--- src/rtl/decoder_rr_arbiter.sv ---
// Round-robin arbiter sharing one one-hot decoder among 1<<WIDTH requesters.
// Optional forced release after TIMEOUT_CYCLES busy cycles: define RR_TIMEOUT_EN.
module decoder_rr_arbiter #(
   parameter int WIDTH          = 5,
   parameter int TIMEOUT_CYCLES = 64
) (
   input  logic                  clk,
   input  logic                  rst_n,
   input  logic [(1<<WIDTH)-1:0] req,
   input  logic                  done,
   output logic [WIDTH-1:0]      sel,
   output logic                  grant_valid,
   output logic                  busy,
   output logic                  timeout
);
   localparam int NREQ = 1 << WIDTH;

   typedef enum logic {IDLE, BUSY} state_t;

   state_t           state, state_nx;
   logic [WIDTH-1:0] sel_q, sel_nx;
   logic [WIDTH-1:0] last_q, last_nx;
   logic [WIDTH-1:0] off, pick;
   logic [WIDTH:0]   start;
   logic [2*NREQ-1:0] dbl;
   logic [NREQ-1:0]  rot;
   logic             to_q, to_nx;

`ifdef RR_TIMEOUT_EN
   localparam int CW = $clog2(TIMEOUT_CYCLES) + 1;
   logic [CW-1:0] cnt_q;
   logic          expire;

   assign expire = (cnt_q == CW'(TIMEOUT_CYCLES - 1));

   // Busy-cycle counter: zero in IDLE so it starts clean on each grant
   always_ff @(posedge clk or negedge rst_n) begin
      if (!rst_n)
         cnt_q <= '0;
      else if (state == IDLE)
         cnt_q <= '0;
      else
         cnt_q <= cnt_q + CW'(1);
   end
`endif

   // Rotate requests so bit 0 is the one just after last, then pick lowest
   always_comb begin
      start = {1'b0, last_q} + (WIDTH+1)'(1);
      dbl   = {req, req} >> start;
      rot   = dbl[NREQ-1:0];
      off   = '0;
      for (int i = NREQ - 1; i >= 0; i--) begin
         if (rot[i])
            off = WIDTH'(i);
      end
      pick = last_q + WIDTH'(1) + off;
   end

   // Next-state logic: grant from IDLE, release from BUSY
   always_comb begin
      state_nx = state;
      sel_nx   = sel_q;
      last_nx  = last_q;
      to_nx    = 1'b0;
      unique case (state)
         IDLE: begin
            if (|req) begin
               state_nx = BUSY;
               sel_nx   = pick;
            end
         end
         BUSY: begin
            if (done) begin
               state_nx = IDLE;
               last_nx  = sel_q;
            end
`ifdef RR_TIMEOUT_EN
            else if (expire) begin
               state_nx = IDLE;
               last_nx  = sel_q;
               to_nx    = 1'b1;
            end
`endif
         end
         default: state_nx = IDLE;
      endcase
   end

   // State and registered outputs; reset drops the grant at once
   always_ff @(posedge clk or negedge rst_n) begin
      if (!rst_n) begin
         state  <= IDLE;
         sel_q  <= '0;
         last_q <= WIDTH'(NREQ - 1);
         to_q   <= 1'b0;
      end else begin
         state  <= state_nx;
         sel_q  <= sel_nx;
         last_q <= last_nx;
         to_q   <= to_nx;
      end
   end

   assign sel         = sel_q;
   assign grant_valid = (state == BUSY);
   assign busy        = (state == BUSY);
`ifdef RR_TIMEOUT_EN
   assign timeout     = to_q;
`else
   assign timeout     = 1'b0;
`endif

endmodule

--- config.mk ---
export PLATFORM = sky130hd
export DESIGN_NAME = decoder_rr_arbiter
export DESIGN_NICKNAME = d
export VERILOG_FILES = /design/src/rtl/decoder_rr_arbiter.sv
export SDC_FILE = /design/constraint.sdc
export NUM_CORES = 1
export LEC_CHECK = 0
export ABC_AREA = 1
export CAP_MARGIN = 40
export CELL_PAD_IN_SITES_DETAIL_PLACEMENT = 0
export CELL_PAD_IN_SITES_GLOBAL_PLACEMENT = 1
export CORE_ASPECT_RATIO = 2
export CORE_MARGIN = 4
export CORE_UTILIZATION = 40
export CTS_CLUSTER_DIAMETER = 50
export DETAILED_ROUTE_END_ITERATION = 6
export PLACE_DENSITY = 0.91
export SLEW_MARGIN = 10
export SYNTH_ARGS = -nofsm -noshare
export SYNTH_HDL_FRONTEND = slang
export SYNTH_SLANG_ARGS = --single-unit
--- constraint.sdc ---
create_clock -name clk -period 7.8 [get_ports clk]
set_input_delay 1.17 -clock clk [delete_from_list [all_inputs] [get_ports clk]]
set_output_delay 1.17 -clock clk [all_outputs]
set_load 0.05 [all_outputs]
Word-level counts from Yosys, hierarchy flattened
Index checks and enable logic that the tools add are counted.
Cells by class
  add/subtract/negate cells: 3
  reduce and logical (&&, ||, !) cells: 3
  bitwise operators: 1
  multiplexer cells: 35
  shift-type cells: 1
Operators by type and width (count)
  2-to-1 mux 5 bit: 32
  right shift 64 x 6 -> 32 bit: 1
  OR reduction 32 bit: 1
  adder 5 x 1 -> 6 bit, second input constant: 1
  adder 5 x 1 -> 5 bit, second input constant: 1
  adder 5 bit: 1
  AND reduction 2 bit: 2
  2-to-1 mux 1 bit: 2
  one-hot mux 1 bit (2 select lines): 1
  inverter 1 bit: 1
Word-level totals
  input bits: 35
  output and inout bits: 8
  logic and storage cells: 46
  register bits: 11

Logic depth before layout (Yosys ltp)
Gate-level depths: netlist (run 1).
  depth in word-level cells: 35
  depth in mapped cells: 47
  gate-level depth less buffers: 45

Least setup slack after synthesis (run 1)
OpenSTA, ideal clock, no wires.
  path type: input -> register
  start point: in req[30]
  end point: reg sel_q[4] (netlist: sel[4])
  cell stages on the path: 42
  arrival time: 4.190 ns
  buffers on the path: 0
  required time: 7.670 ns
  library setup time: 0.130 ns
  path slack: 3.480 ns
  cells stage by stage: nand2_1 nand3_2 nand2_1 nor2_1 a31oi_1 nand2_1 o21ai_2 nand2_1 o21ai_1 nand2_1 nand2_1 nand2_1 nand2_1 nand2_1 nand2_1 nand2_1 nand2_1 nand2_1 [6 not listed] nand2_1 nand2_1 nand2_1 nand2_1 nand2_1 nand2_1 nand2_1 nand2_1 nand2_1 nand2_1 nand2_1 nand2_1 ha_1 fa_1 o21ai_0 xor2_1 xor2_1 o21ai_0
Between the ends
  cells in the longest elaborated chain, start to end: 34
  elaborated cells on any way between the ends: 36
  those cells by class: 1 x add/sub; 1 x shift; 32 x mux; 2 x reduce/logical
RTL lines
  start, declared: line 9  | input logic [(1<<WIDTH)-1:0] req,
  right shift 64 x 6 -> 32 bit: line 50  | dbl = {req, req} >> start;
  2-to-1 mux 5 bit (32 in series): line 54  | if (rot[i])
  adder 5 bit: line 57  | pick = last_q + WIDTH'(1) + off;
  end signal, assigned: line 99  | sel_q <= sel_nx;
  end, declared: line 21  | logic [WIDTH-1:0] sel_q, sel_nx;
Parallel ways exist; a longest one is shown, timed or not.
A chain may end at the register's enable or synchronous reset.

Worst setup path after layout (run 1)
  start point: in req[28]
  end point: reg sel_q[4] (netlist: sel[4])
Same word-level chain as after synthesis.

==> impl_metrics.yaml, run 1 <==
outcome:
  status: "complete, no violations"
global_route:
  grt_use_met2_pct: 45.5
  grt_util_met1_pct: 22.5
  grt_overflow: 0
  grt_max_degree: 35
  gr-usage-met3_pct: 2.53
  grt.total_usage_pct: 23.4
  grt_first_pass_wirelength_um: 17100
  grt_antenna_before_repair: 0
  grt_pass1_vias: 3612
  top_usage_layer: "met2"
floorplanning:
  coreArea_um2: 7270
  die_w_um: 69.3
  ios: 43
  fp-row-count: 44
  die_h_um: 131
  initial_core_util_pct: 41.4
  die_area_um2: 9050
setup_path:
  startpoint_type: "input pin"
  crit_start: "req[28]"
  worstPathArrival_ns: 5.29
  path_common_cell: "nand2_1"
  cp.required_ns: 7.91
  slowest_delay_ns: 0.47
  end_kind: "register"
  crit_fanout: 3
  reg2reg_from: "last_q[2]"
  critPathSlowestCell: "clkdlybuf4s50_1"
  path_class: "in -> reg"
logic_synthesis:
  yosys-top-cells-area: "nand2_1, nand3_1, inv_1"
  ys_types: 38
  avgSynthCellArea_um2: 5.29
  synth_cells: 569
  synth_top_area_cell: "nand2_1"
  synth_ff_type: "dfrtp_1"
  yosysTopAreaCellShare_pct: 23.8
  yosysSeqAreaShare_pct: 9.36
  netlist_top_cells_count: "nand2_1, nand3_1, inv_1, o21ai_0, nor2_1"
  yosysWarnings: 0
  synthesis.area_um2: 3010
  syn-num-nets: 609
  ys_seq_elements: 11
  synth-edff-count: 0
  yosysMostFrequentCell: "nand2_1"
  async_reset_ff_share_pct: 100
final_layout:
  drive_above_1_share_pct: 5.84
  final_core_util_pct: 47.5
  final_nets: 623
  fillers: 840
  syn2layout_area_growth_pct: 14.8
  diodes: 0
placement:
  finalWeightedCongestion: 0.982
  dp_hpwl_um: 8770
  numPortBuffers: 41
route:
  routed_via_density: 5.73
  drt_iter0_drc: 241
  wl_per_cell_um: 15.9
  drcViolationCount: 0
  antenna_left: 0
  drt_pass1_iterations: 5
  num_vias: 3861
  totalWireLength_um: 10700
clock_tree:
  cts_hold_buf: 0
  clock-root-buffer: "clkbuf_16"
  cts_made_buffers: 3
  clk_pin_slew_worst_paths_ns: 0.04
  cts_buffer_depth: 2
  clkSinkCount: 11
  clock_latency_ns: 0.24
  htreeDepth: 1
  post_cts_resized: 0
  cts_tree: "done"
  cts_setup_buffers: 0
sta:
  tns_ns: 0
  fin_crit_ns: 5.18
  hold_violations: 0
  tightest_slew_ns: 0.702
  hold_ws_ns: 0.532
  skew_ns: 0.00238
  rsz0062_at_grt: "no"
  drv_slew: 0
  slew-limit-headroom_pct: 52.8
  period_share_pct: 66.4
  setup_viol: 0
  max_freq_mhz: 193
worst_hold_path:
  min-delay-start: "sel[2]"
  min_path_type: "reg -> reg"
flow_run:
  maxCapViolations: 0
-- cells by family after synthesis --
group                      synth area share [%]
AOI/OAI and AO/OA                          15.3
xor gates and xnor gates                   1.16
adders and majority gates                  2.33
buffers and inverters                      13.9
DFF                                        9.36
muxes                                      1.33
other                                     0.125
and+or+nand+nor                            56.4
-- worst max-delay path: cells and delay by family --
kind,cells,cell delay [ns]
simple gates,35,1.97
compound gates,4,0.67
fa+ha+maj,2,0.58
buf+inv,2,0.54
xor+xnor,2,0.35
-- sequential cells by signal, indices dropped and copies added, names as in the netlist --
register	cells
last_q	5
sel	5
busy	1
-- stage by stage --
stage	area (um^2)	setup slack, ns	cells
detailed placement	3370	2.42	670
global route	3450	2.18	674
CTS	3450	2.64	674
finish	3450	2.62	674
floorplan	3010	3.48	569
global placement	3300	2.39	666
-- cell type report --
class / count / area, um^2 / share of cell area, %
timing repair buffer: 45 / 485 / 14.1
tap: 92 / 115 / 3.33
multi-input combinational: 476 / 2310 / 66.9
clock buffer: 4 / 78.8 / 2.28
inverter: 46 / 183 / 5.29
sequential: 11 / 282 / 8.16
-- path summary, 6_finish.rpt --
kind	slack, ns	cells after the start	endpoint
worst max register to register	2.75	44	sel[4]
worst min register to register	0.53	2	sel[2]
worst min-delay path	0.53	2	sel[2]
worst max-delay path	2.62	45	sel[4]
max in group asynchronous	6.19	1	last_q[3]
min in group asynchronous	1.27	1	sel[0]
-- placed cells by master, fill, tap and decap left out, types with 3 or more instances in the layout --
cell / synthesis / routed
nand2_1: 191 / 191
nand3_1: 140 / 140
inv_1: 42 / 42
clkdlybuf4s50_1: 0 / 41
o21ai_0: 27 / 27
nor2_1: 26 / 26
nand2_2: 15 / 15
o21a_1: 15 / 15
a21oi_1: 10 / 10
nor4_1: 9 / 9
a31oi_1: 8 / 8
dfrtp_1: 6 / 6
o21ai_1: 5 / 5
dfstp_2: 5 / 5
mux2i_1: 4 / 4
ha_1: 4 / 4
o21ai_2: 3 / 3
a21boi_0: 3 / 3
xor2_1: 3 / 3
clkbuf_16: 0 / 3
-- layer usage --
layer  share of wire (%)  vias to the layer above
met5                   0                        -
met3                 3.8                       40
li1                    -                     1922
met2                  53                      131
met4                 7.3                        0
met1                  36                     1768
Power of run 1 is not shown: default switching activity piles up to over one toggle a cycle in this logic, so the estimate is an artifact.
==> run 2, diff against run 1 <==
Settings changed: CORE_UTILIZATION 40 to 34, PLACE_DENSITY 0.91 to 0.83.
Clock period 7.8 ns to 4.2 ns, I/O delays scaled along.
==> run 2 against run 1 <==
  * The run now ends with negative setup slack left
  * Clock skew fell by 0.0010 ns
  * Global-route usage rose by 0.28 points
  * Critical path depth did not move
  * Final area rose by 37%
  * Core utilization rose by 7.1 points
  * Final cell count rose by 14%
  * Non-clock buffer count rose by 88
  * Die area rose by 16%
  * Highest routed layer unchanged
==> impl_metrics.yaml, run 2 (synthesis results as in run 1) <==
outcome:
  status: "complete, but fails checks"
  violations: "negative setup slack"
route:
  drt_iter0_drc: 296
  drt_pass1_iterations: 5
  drcViolationCount: 0
  routed_via_density: 5.57
  antenna_left: 0
  num_vias: 4297
  wl_per_cell_um: 17.0
  totalWireLength_um: 13100
setup_path:
  path_depth: 45
  cp.required_ns: 4.32
  cp_top_family: "simple AND/OR/NAND/NOR gates"
  crit_path_end: "sel[4]"
  crit_fanout: 3
  path_common_cell: "nand2_1"
  reg2reg_from: "last_q[0]"
  crit_buf_inv: 2
  r2r_setup_slack_ns: -0.07
  startpoint_type: "input pin"
  critPathSlowestCell: "clkdlybuf4s50_1"
  r2r_end: "sel[4]"
  reg2reg_depth: 46
  worstPathArrival_ns: 4.41
  slowest_delay_ns: 0.50
  crit_start: "req[26]"
  end_kind: "register"
  path_class: "in -> reg"
clock_tree:
  cts_buffer_depth: 2
  htreeDepth: 1
  clock_latency_ns: 0.24
  clkSinkCount: 11
  clk_pin_slew_worst_paths_ns: 0.04
  cts_made_buffers: 3
  clock-root-buffer: "clkbuf_16"
  cts_tree: "done"
placement:
  dp_hpwl_um: 9930
  dpl_worst_slack_ns: -0.534
  place_area_um2: 3950
  finalWeightedCongestion: 0.952
  numPortBuffers: 41
sta:
  drv_slew: 0
  slew-limit-headroom_pct: 56.7
  fin_crit_ns: 4.28
  skew_ns: 0.00138
  tightest_slew_ns: 0.644
  period_share_pct: 102
  max_freq_mhz: 234
  hold_violations: 0
  rsz0062_at_grt: "yes"
  setup_viol: 1
  final.setup.worst_slack_ns: -0.0824
floorplanning:
  die_area_um2: 10500
  ios: 43
  coreArea_um2: 8650
  initial_core_util_pct: 34.8
  die_h_um: 141
  fp-row-count: 48
  die_w_um: 74.5
final_layout:
  fin_area_um2: 4720
  diodes: 0
  final_cell_mix: "nand2_1, buf_4, nand3_1"
  final_common_cell: "nand2_1"
  final_nets: 712
  drive_above_1_share_pct: 34.1
  syn2layout_area_growth_pct: 56.9
global_route:
  grt_max_degree: 34
  grt_pass1_vias: 4195
  grt.total_usage_pct: 23.6
  grt_antenna_before_repair: 0
  grt_first_pass_wirelength_um: 19600
  grt_overflow: 0
worst_hold_path:
  min_path_type: "reg -> reg"
flow_run:
  maxCapViolations: 0
run 2: cell types whose count changed in the layout (fill, tap and decap cells not counted), moves of 5 or more:
cell	previous run	this run
o21ai_0	27	17
dlymetal6s2s_1	0	10
nand3_2	1	64
nand3_1	140	75
nand2_2	15	42
buf_12	0	6
buf_6	0	5
clkdlybuf4s50_1	41	18
buf_4	0	79
dlygate4sd2_1	0	13
nand2_1	191	164
run 2: worst min-delay path, cell delays in order, from the launching register on:
cell	delay, ns
dfrtp_1	0.36
nand2_1	0.06
o21ai_1	0.06
run 2: worst min path at each step:
stage,start,endpoint,cells past startpoint
after global routing,sel[4],last_q[4],2
after floorplan,rst_n,busy,0
after CTS,sel[3],sel[3],2
after global placement,sel[0],sel[0],2
final,sel[3],sel[3],2
after detailed placement,sel[3],sel[3],2
run 2: what timing repair did:
item,CTS,global route
gates resized for setup,61,98
buffers inserted,5,9
pin swaps,18,15
setup endpoints to repair,2,5
gates cloned,0,2
hold buffers,0,0
run 2: metal layers:
layer / share of wire (%) / vias up / global-route usage (%)
met5: 0 / - / 0
met4: 8.8 / 0 / 17.1
met3: 2.4 / 69 / 1.57
met2: 55 / 145 / 43.9
met1: 34 / 1984 / 23.1
li1: - / 2099 / -
run 2: final cells by class:
type                    instances  area [um^2]
clock buffers                   4         78.8
fillers                       888         3930
inverters                      46          193
multi-input cells             476         2800
flip-flops and latches         11          285
well taps                     100          125
repair buffers                133         1230
repair inverters                1         8.76
run 2: through the flow:
stage / cells / hold slack [ns] / TNS [ns] / util (%)
3_3_place_gp: 751 / 0.497 / -1.17 / 45.7
5_1_grt: 771 / 0.560 / -1.25 / 54.6
4_1_cts: 760 / 0.523 / -0.0257 / 49.1
6_report: 771 / 0.529 / -0.0824 / 54.6
3_5_place_dp: 751 / 0.513 / -1.14 / 45.7
2_1_floorplan: 569 / 0.334 / 0 / -
Power of run 2 is left out for the same reason.
==> run 3, diff against run 2 <==
Settings changed: GPL_TIMING_DRIVEN set to 1, SLEW_MARGIN 10 to 0.
==> results of run 3 <==
Final layout, timing and power as in run 2 (identical DEF).
Power of run 3 is left out for the same reason.
